===== config.mk =====
export PLATFORM = sky130hd
export DESIGN_NAME = argmax_arbiter
export DESIGN_NICKNAME = d
export VERILOG_FILES = /design/src/rtl/argmax_arbiter_pkg.sv /design/src/rtl/argmax_arbiter_rr_pick.sv /design/src/rtl/argmax_arbiter.sv
export SDC_FILE = /design/constraint.sdc
export NUM_CORES = 1
export LEC_CHECK = 0
export CAP_MARGIN = 25
export CORE_AREA = 2 2 335 337
export CTS_CLUSTER_DIAMETER = 60
export DETAILED_ROUTE_END_ITERATION = 8
export DIE_AREA = 0 0 337 339
export PLACE_DENSITY = 0.32
export SLEW_MARGIN = 20
export SYNTH_ARGS = -nofsm -noshare
export SYNTH_HDL_FRONTEND = slang
export SYNTH_SLANG_ARGS = --single-unit

===== constraint.sdc =====
create_clock -name clk -period 10.59 [get_ports clk]
set_input_delay 2.118 -clock clk [delete_from_list [all_inputs] [get_ports clk]]
set_output_delay 2.118 -clock clk [all_outputs]
set_load 0.05 [all_outputs]

===== src/rtl/argmax_arbiter_pkg.sv =====
// rtl/argmax_arbiter_pkg.sv - shared state encoding and engine defaults
package argmax_arbiter_pkg;

  typedef enum logic [1:0] {
    IDLE   = 2'd0,
    LAUNCH = 2'd1,
    WAIT   = 2'd2,
    RESP   = 2'd3
  } state_t;

  // Engine instantiation must agree with these when left at defaults
  localparam int DEF_INPUT_NUM  = 10;
  localparam int DEF_DATA_WIDTH = 16;

endpackage


===== src/rtl/argmax_arbiter_rr_pick.sv =====
// rtl/argmax_arbiter_rr_pick.sv - combinational round-robin priority picker
module argmax_arbiter_rr_pick #(
  parameter int NUM_REQ = 4,
  parameter int ID_W    = 2
) (
  input  logic [NUM_REQ-1:0] req,
  input  logic [ID_W-1:0]    rr_ptr,
  output logic [NUM_REQ-1:0] grant,
  output logic [ID_W-1:0]    grant_id,
  output logic               any
);

  // rr_ptr is always < NUM_REQ, so one subtraction is enough to wrap
  function automatic int wrap_idx(input int base, input int off);
    int s;
    s = base + off;
    if (s >= NUM_REQ) s = s - NUM_REQ;
    return s;
  endfunction

  int idx;

  always_comb begin
    grant    = '0;
    grant_id = '0;
    any      = 1'b0;
    idx      = 0;
    for (int i = 0; i < NUM_REQ; i++) begin
      idx = wrap_idx(int'(rr_ptr), i);
      if (!any && req[idx]) begin
        any        = 1'b1;
        grant_id   = ID_W'(idx);
        grant[idx] = 1'b1;
      end
    end
  end

endmodule


===== src/rtl/argmax_arbiter.sv =====
// rtl/argmax_arbiter.sv - round-robin sharing of one argmax engine across lanes
module argmax_arbiter
  import argmax_arbiter_pkg::*;
#(
  parameter int NUM_REQ    = 4,
  parameter int INPUT_NUM  = DEF_INPUT_NUM,
  parameter int DATA_WIDTH = DEF_DATA_WIDTH,
  parameter int TIMEOUT    = 64,
  parameter int ID_W       = (NUM_REQ > 1) ? $clog2(NUM_REQ) : 1
) (
  input  logic                                    clk,
  input  logic                                    rst,
  input  logic [NUM_REQ-1:0]                      req_valid,
  input  logic [NUM_REQ*INPUT_NUM*DATA_WIDTH-1:0] req_data,
  output logic [NUM_REQ-1:0]                      req_ready,
  output logic                                    rsp_valid,
  input  logic                                    rsp_ready,
  output logic [ID_W-1:0]                         rsp_id,
  output logic [DATA_WIDTH-1:0]                   rsp_class,
  output logic                                    rsp_timeout,
  output logic [INPUT_NUM*DATA_WIDTH-1:0]         mf_data_in,
  output logic                                    mf_data_valid,
  input  logic [DATA_WIDTH-1:0]                   mf_output_data,
  input  logic                                    mf_output_valid,
  output logic                                    busy
);

  localparam int VW = INPUT_NUM * DATA_WIDTH;
  localparam int TW = $clog2(TIMEOUT);

  state_t              state;
  logic [ID_W-1:0]     rr_ptr;
  logic [ID_W-1:0]     cur_id;
  logic [TW-1:0]       timer;
  logic [NUM_REQ-1:0]  grant;
  logic [ID_W-1:0]     grant_id;
  logic                any;
  logic [VW-1:0]       sel_vec;
  logic [ID_W-1:0]     next_ptr;

  argmax_arbiter_rr_pick #(
    .NUM_REQ (NUM_REQ),
    .ID_W    (ID_W)
  ) u_pick (
    .req      (req_valid),
    .rr_ptr   (rr_ptr),
    .grant    (grant),
    .grant_id (grant_id),
    .any      (any)
  );

  assign req_ready = (state == IDLE) ? grant : '0;
  assign next_ptr  = (cur_id == ID_W'(NUM_REQ - 1)) ? '0 : cur_id + 1'b1;

  always_comb begin
    sel_vec = '0;
    for (int i = 0; i < NUM_REQ; i++) begin
      if (grant[i]) sel_vec = req_data[i*VW +: VW];
    end
  end

  always_ff @(posedge clk) begin
    if (rst) begin
      state         <= IDLE;
      rr_ptr        <= '0;
      cur_id        <= '0;
      timer         <= '0;
      mf_data_in    <= '0;
      mf_data_valid <= 1'b0;
      rsp_valid     <= 1'b0;
      rsp_id        <= '0;
      rsp_class     <= '0;
      rsp_timeout   <= 1'b0;
      busy          <= 1'b0;
    end else begin
      mf_data_valid <= 1'b0;
      case (state)
        IDLE: begin
          if (any) begin
            mf_data_in    <= sel_vec;
            cur_id        <= grant_id;
            mf_data_valid <= 1'b1;
            busy          <= 1'b1;
            state         <= LAUNCH;
          end
        end
        LAUNCH: begin
          timer <= '0;
          state <= WAIT;
        end
        WAIT: begin
          // A result landing on the expiry cycle still counts as a real answer
          if (mf_output_valid) begin
            rsp_class   <= mf_output_data;
            rsp_timeout <= 1'b0;
            rsp_id      <= cur_id;
            rsp_valid   <= 1'b1;
            state       <= RESP;
          end else if (timer == TW'(TIMEOUT - 1)) begin
            rsp_class   <= '0;
            rsp_timeout <= 1'b1;
            rsp_id      <= cur_id;
            rsp_valid   <= 1'b1;
            state       <= RESP;
          end else begin
            timer <= timer + 1'b1;
          end
        end
        RESP: begin
          if (rsp_ready) begin
            rsp_valid <= 1'b0;
            rr_ptr    <= next_ptr;
            busy      <= 1'b0;
            state     <= IDLE;
          end
        end
        default: state <= IDLE;
      endcase
    end
  end

endmodule


=== After elaboration in Yosys (flattened, before gate mapping) ===
Cells that the tools add are included.

* Register bits after elaboration: 194
* Logic and storage cells: 131

* $add $sub $neg: 9
* Order comparisons: 12
* Eq/ne operators: 10
* Mux-type cells: 62
* Bitwise logic cells: 4
* Reductions and logical operators: 23

{| class="wikitable"
|+ Operators by type and width
! kind !! number
|-
| $mux 160 || 4
|-
| $ge 32x1->1 const B || 4
|-
| $lt 32x4->1 const B || 4
|-
| $mux 32 || 4
|-
| $ge 32x4->1 const B || 3
|-
| $sub 32x4->32 const B || 3
|-
| $mux 16 || 2
|-
| $mux 1 || 22
|-
| $mux 2 || 11
|-
| $mux 4 || 5
|-
| $mux 6 || 2
|-
| $or 4x4->4 || 3
|-
| $pmux 6 s2 || 1
|-
| $reduce_and 3->1 || 4
|-
| $bmux 1 s2 || 4
|-
| $demux 1 s2 || 4
|-
| $ne 2x2->1 const B || 4
|-
| $pmux 2 s4 || 1
|-
| $reduce_bool 2->1 || 4
|-
| $logic_and 1x1->1 || 7
|-
| $add 2x2->3 const B || 2
|-
| $add 6x1->6 const B || 1
|-
| $eq 2x2->1 const B || 3
|-
| $eq 6x6->1 const B || 1
|-
| other kinds (12) || 17
|}

=== Depth between registers and ports, before layout ===
* Depth after elaboration: 19
* Mapped depth: 13
* Mapped depth without buffers: 8

=== Hierarchy ===
From an unflattened synthesis, not the netlist that was laid out.

* Cell total of the unflattened synthesis: 1,477
* Area total of the unflattened synthesis: 11,916.4 um2

{| class="wikitable"
|+ By module, submodules not included
! module !! times used !! cells an instance !! area an instance (um2) !! sequential area each (um2)
|-
| argmax_arbiter || 1 || 1,429 || 11,456.0 || 3,883.7
|-
| argmax_arbiter_rr_pick || 1 || 48 || 460.4 || 0.0
|}

=== Worst setup path after synthesis ===
Ideal clock, no wire load.

* Kind: input port to output port
* Start point: input req_valid[2]
* End point: output req_ready[0]
* Arrival time: 4.296 ns
* Data required time: 8.472 ns
* Slack: 4.176 ns
* Cell stages on the path: 5
* Buffers on the path: 1
* Cell sequence: buf_2 -> mux4_2 -> nand3b_1 -> a22o_1 -> a21boi_0

* Cells in the longest elaborated chain, start to end: 14
* Elaborated cells between the ends (all ways): 29
* Classes of those cells: 20 x mux; 3 x bitwise; 6 x reduce/logical

{| class="wikitable"
|+ RTL lines
! item !! RTL line !! RTL
|-
| start, declared || argmax_arbiter.sv:13 || <nowiki>input logic [NUM_REQ-1:0] req_valid,</nowiki>
|-
| $bmux 1 s2 || argmax_arbiter_rr_pick.sv:30 || <nowiki>if (!any && req[idx]) begin</nowiki>
|-
| $mux 1 (implied by the code) (2 in series) || argmax_arbiter_rr_pick.sv:30 ||
|-
| $mux 1 || argmax_arbiter_rr_pick.sv:30 ||
|-
| $logic_not 1->1 || argmax_arbiter_rr_pick.sv:30 ||
|-
| $logic_and 1x1->1 || argmax_arbiter_rr_pick.sv:30 ||
|-
| $mux 1 || argmax_arbiter_rr_pick.sv:30 ||
|-
| $logic_not 1->1 || argmax_arbiter_rr_pick.sv:30 ||
|-
| $logic_and 1x1->1 || argmax_arbiter_rr_pick.sv:30 ||
|-
| $mux 1 || argmax_arbiter_rr_pick.sv:30 ||
|-
| $logic_not 1->1 || argmax_arbiter_rr_pick.sv:30 ||
|-
| $logic_and 1x1->1 || argmax_arbiter_rr_pick.sv:30 ||
|-
| $mux 4 * || argmax_arbiter_rr_pick.sv:30 ||
|-
| $mux 4 * || argmax_arbiter.sv:52 || <nowiki>assign req_ready = (state == IDLE) ? grant : '0;</nowiki>
|-
| end, declared || argmax_arbiter.sv:15 || <nowiki>output logic [NUM_REQ-1:0] req_ready,</nowiki>
|}

Mark *: on every way between the ends. The rest lies on a longest branch, timed or not. The select of a mux whose other input is x is not followed.

=== Final worst setup path ===
* Start point: input req_valid[2]
* End point: output req_ready[3]

The elaborated chain is that of the path after synthesis.

==> flow_summary.yaml <==
outcome:
  run_status: "complete, no violations"
floorplanning:
  num_rows: 122
  die_area_um2: 114200
  die_w_um: 337
  initial_utilization_pct: 12.52
  core-area_um2: 110400
  io-pin-count: 850
  die-height_um: 339
detailed_routing:
  drt_first_iter_violations: 1117
  wl_per_cell_um: 25.18
  via_count: 18380
  post-route-drc-count: 0
  drt_pass1_iterations: 5
  ant_nets: 0
  totalWireLength_um: 98910
  vias_per_cell: 4.678
clocking:
  numCtsBuffers: 17
  cts_root_buf: "clkbuf_16"
  cts.htree.levels: 4
  clkSlewWorstSetupHoldPaths_ps: 80
  cts_hold_buf: 0
  cts_resized: 0
  tritoncts: "done"
  cts_buffer_depth: 2
  cts_setup_buffers: 0
  clock-sinks: 194
  clock_latency_ps: 530
cells_and_area:
  multiInputGateArea_um2: 8970
  area.growth.synth_to_final_pct: 75.25
  fin_cells: 3929
  fillers: 12120
  drive_gt1_share_pct: 4.436
  nets: 3078
  seqCellArea_um2: 3884
synthesis:
  ys_seq_elements: 194
  yosys.area.top_type: "dfxtp_1"
  ys.warnings.count: 0
  synth_area_um2: 13820
  synth_top_area_share_pct: 28.11
  synth_nets: 2410
  syn_inst: 1731
  avgSynthCellArea_um2: 7.983
  synth.area.top_cells: "dfxtp_1 28%, a2111oi_0 10%, a221oi_1 10%"
  ys_types: 44
  ys_seq_area_share_pct: 28.11
critical_path:
  regToRegEndpoint: "mf_data_in[40]"
  critPathArrivalTime_ps: 5440
  cp-start-kind: "primary input"
  critical_path_class: "in2out"
  cp_max_fo: 52
  cp_slowest_cell: "clkdlybuf4s50_1"
  worstPathRequired_ps: 8470
  endpoint_kind: "output pin"
  reg2reg_from: "rr_ptr[0]"
  critPathMaxStageDelay_ps: 800
  reg2reg_depth: 10
  worstPathCellList: "clkdlybuf4s50_1, or3b_1, a2111oi_2, o21ai_0, nand2_4, and2_1, clkdlybuf4s50_1"
  r2r_slack_ps: 5520
  crit_top_cell: "clkdlybuf4s50_1"
sta:
  setup_viol: 0
  hold_viol_final: 0
  layout_min_cycle_time_ps: 7560
  fin_setup_tns_ps: 0
  fin_crit_sh_pct: 71.39
  rsz0062_at_grt: "no"
  slew_violations: 0
  worst_pin_slew_ps: 1186
  max_slew_margin_pct: 20.96
  fin_ws_ps: 3030
  fmax_ghz: 0.1323
  fin_skew_ps: 20.70
placement:
  post-place-ws_ps: 3044
  place_hpwl_um: 69780
  port_buffers: 849
  placed_cells: 3868
  globalplace.congestion: 0.7956
min_path:
  hold_path_end: "rsp_timeout"
  holdPathStages: 2
  hp-start: "rsp_timeout"
  min_path_type: "reg2reg"
power_and_ir_drop:
  power_density_nw_per_um2: 230.1
  p_leak_nw: 7.559
  ir_worst_vdd_mv: 0.1695
global_route:
  first_global_vias: 18430
  overflow: 0
  grt_start_max_net_pins: 208
  grt_pass1_wl_um: 137900
  antenna_found_initial: 38
  grt_usage_pct: 16.55
run:
  maxCapViolCount: 0
-- cells in the final DEF, fill, tap and decap left out, types with 9 or more instances in the layout --
cell type,Yosys,layout
a21oi_1,32,32
buf_4,9,25
ha_1,15,15
a22oi_2,10,10
a2111oi_0,161,161
clkbuf_16,0,17
diode_2,0,29
clkdlybuf4s50_1,0,848
a22oi_1,151,151
nor2_1,338,338
a221oi_1,160,160
dfxtp_1,194,194
inv_1,9,9
a211oi_2,21,21
nand2_1,27,26
o31ai_1,160,160
nand3_1,19,19
a211oi_1,142,142
-- power breakdown --
group          internal (mW)  switching (mW)  leakage (nW)
Clock                  0.414           0.394         0.313
Sequential             0.973           0.258          1.60
Combinational           1.15            2.38          5.65
-- worst max-delay path: cells and delay by family --
kind	cells	cell delay, ps
simple gates	3	1140
buf+inv	2	1480
compound gates	2	670
-- synthesized netlist by cell type --
cell type and n:
buf_6 3, nor3b_1 1, a21oi_1 32, clkbuf_1 157, mux2i_1 5, mux4_2 3
and2_1 5, nand2_1 27, a2111oi_2 1, a211oi_1 142, a22oi_2 10, nor4_1 1
a21boi_0 2, o31ai_1 160, inv_1 9, a2111oi_0 161, nand2b_1 7, o21ai_1 2
a221oi_1 160, buf_1 10, o311ai_0 1, or3b_2 1, or3b_1 1, nor2_1 338
ha_1 15, a222oi_1 1, a22o_1 4, a211oi_2 21, buf_2 49, xor2_1 3
a221o_1 1, nand3_1 19, or2_2 2, a21o_1 1, nor3_1 4, nand4_1 1
mux2_2 1, o21ai_0 7, o221a_2 1, nand3b_1 5, nor2b_1 3, a22oi_1 151
dfxtp_1 194, buf_4 9
-- area by class of cell --
type / count / area share (%)
Clock inverter: 13 / 0.8060
Sequential cell: 194 / 16.04
Tap cell: 1488 / 7.688
Multi-Input combinational cell: 1300 / 37.04
Inverter: 9 / 0.1395
Clock buffer: 19 / 1.870
Antenna cell: 29 / 0.2997
Timing Repair Buffer: 877 / 36.12
-- worst max path at each step --
stage	startpoint	end	slack, ps	cells after the start
6_report	req_valid[2]	req_ready[3]	3030	7
5_1_grt	req_valid[2]	req_ready[3]	2890	7
4_1_cts	req_valid[2]	req_ready[3]	3050	7
3_5_place_dp	req_valid[2]	req_ready[3]	3040	7
3_3_place_gp	req_valid[2]	req_ready[3]	3080	7
2_1_floorplan	req_valid[2]	req_ready[0]	4180	5
-- stage by stage --
| stage | power, mW | instance area, um2 | hold slack [ps] | utilization, % |
|---|---|---|---|---|
| 3_5_place_dp | 4.805 | 23500 | 454.7 | 21.29 |
| 3_3_place_gp | 4.737 | 23500 | 448.0 | 21.29 |
| 2_1_floorplan | 3.403 | 13820 | 461.1 | - |
| 6_report | 5.572 | 24220 | 465.0 | 21.94 |
| 5_1_grt | 5.927 | 24210 | 496.3 | 21.94 |
| 4_1_cts | 5.661 | 24140 | 471.2 | 21.88 |
-- registers in the layout, summed over array words and instances, names as in the netlist --
| signal | flops |
|---|---|
| busy | 1 |
| cur_id | 2 |
| mf_data_in | 160 |
| mf_data_valid | 1 |
| rr_ptr | 2 |
| rsp_class | 16 |
| rsp_id | 2 |
| rsp_timeout | 1 |
| rsp_valid | 1 |
| state | 2 |
| timer | 6 |
-- logic make-up after synthesis --
logic type	share of synthesized area [%]
simple gates	12.06
mux	0.9326
fa+ha+maj	1.358
xor+xnor	0.1902
buf+inv	7.289
flops	28.11
compound gates	50.06
-- per-layer routing --
layer / global-route usage, % / routed length [um] / vias to the layer above
met5: 0 / 112 / -
met4: 6.901 / 2686 / 20
met3: 4.748 / 7133 / 119
met2: 28.70 / 50140 / 696
met1: 18.83 / 38840 / 9088
li1: - / - / 8457
Power figures use the tool's default switching activity.
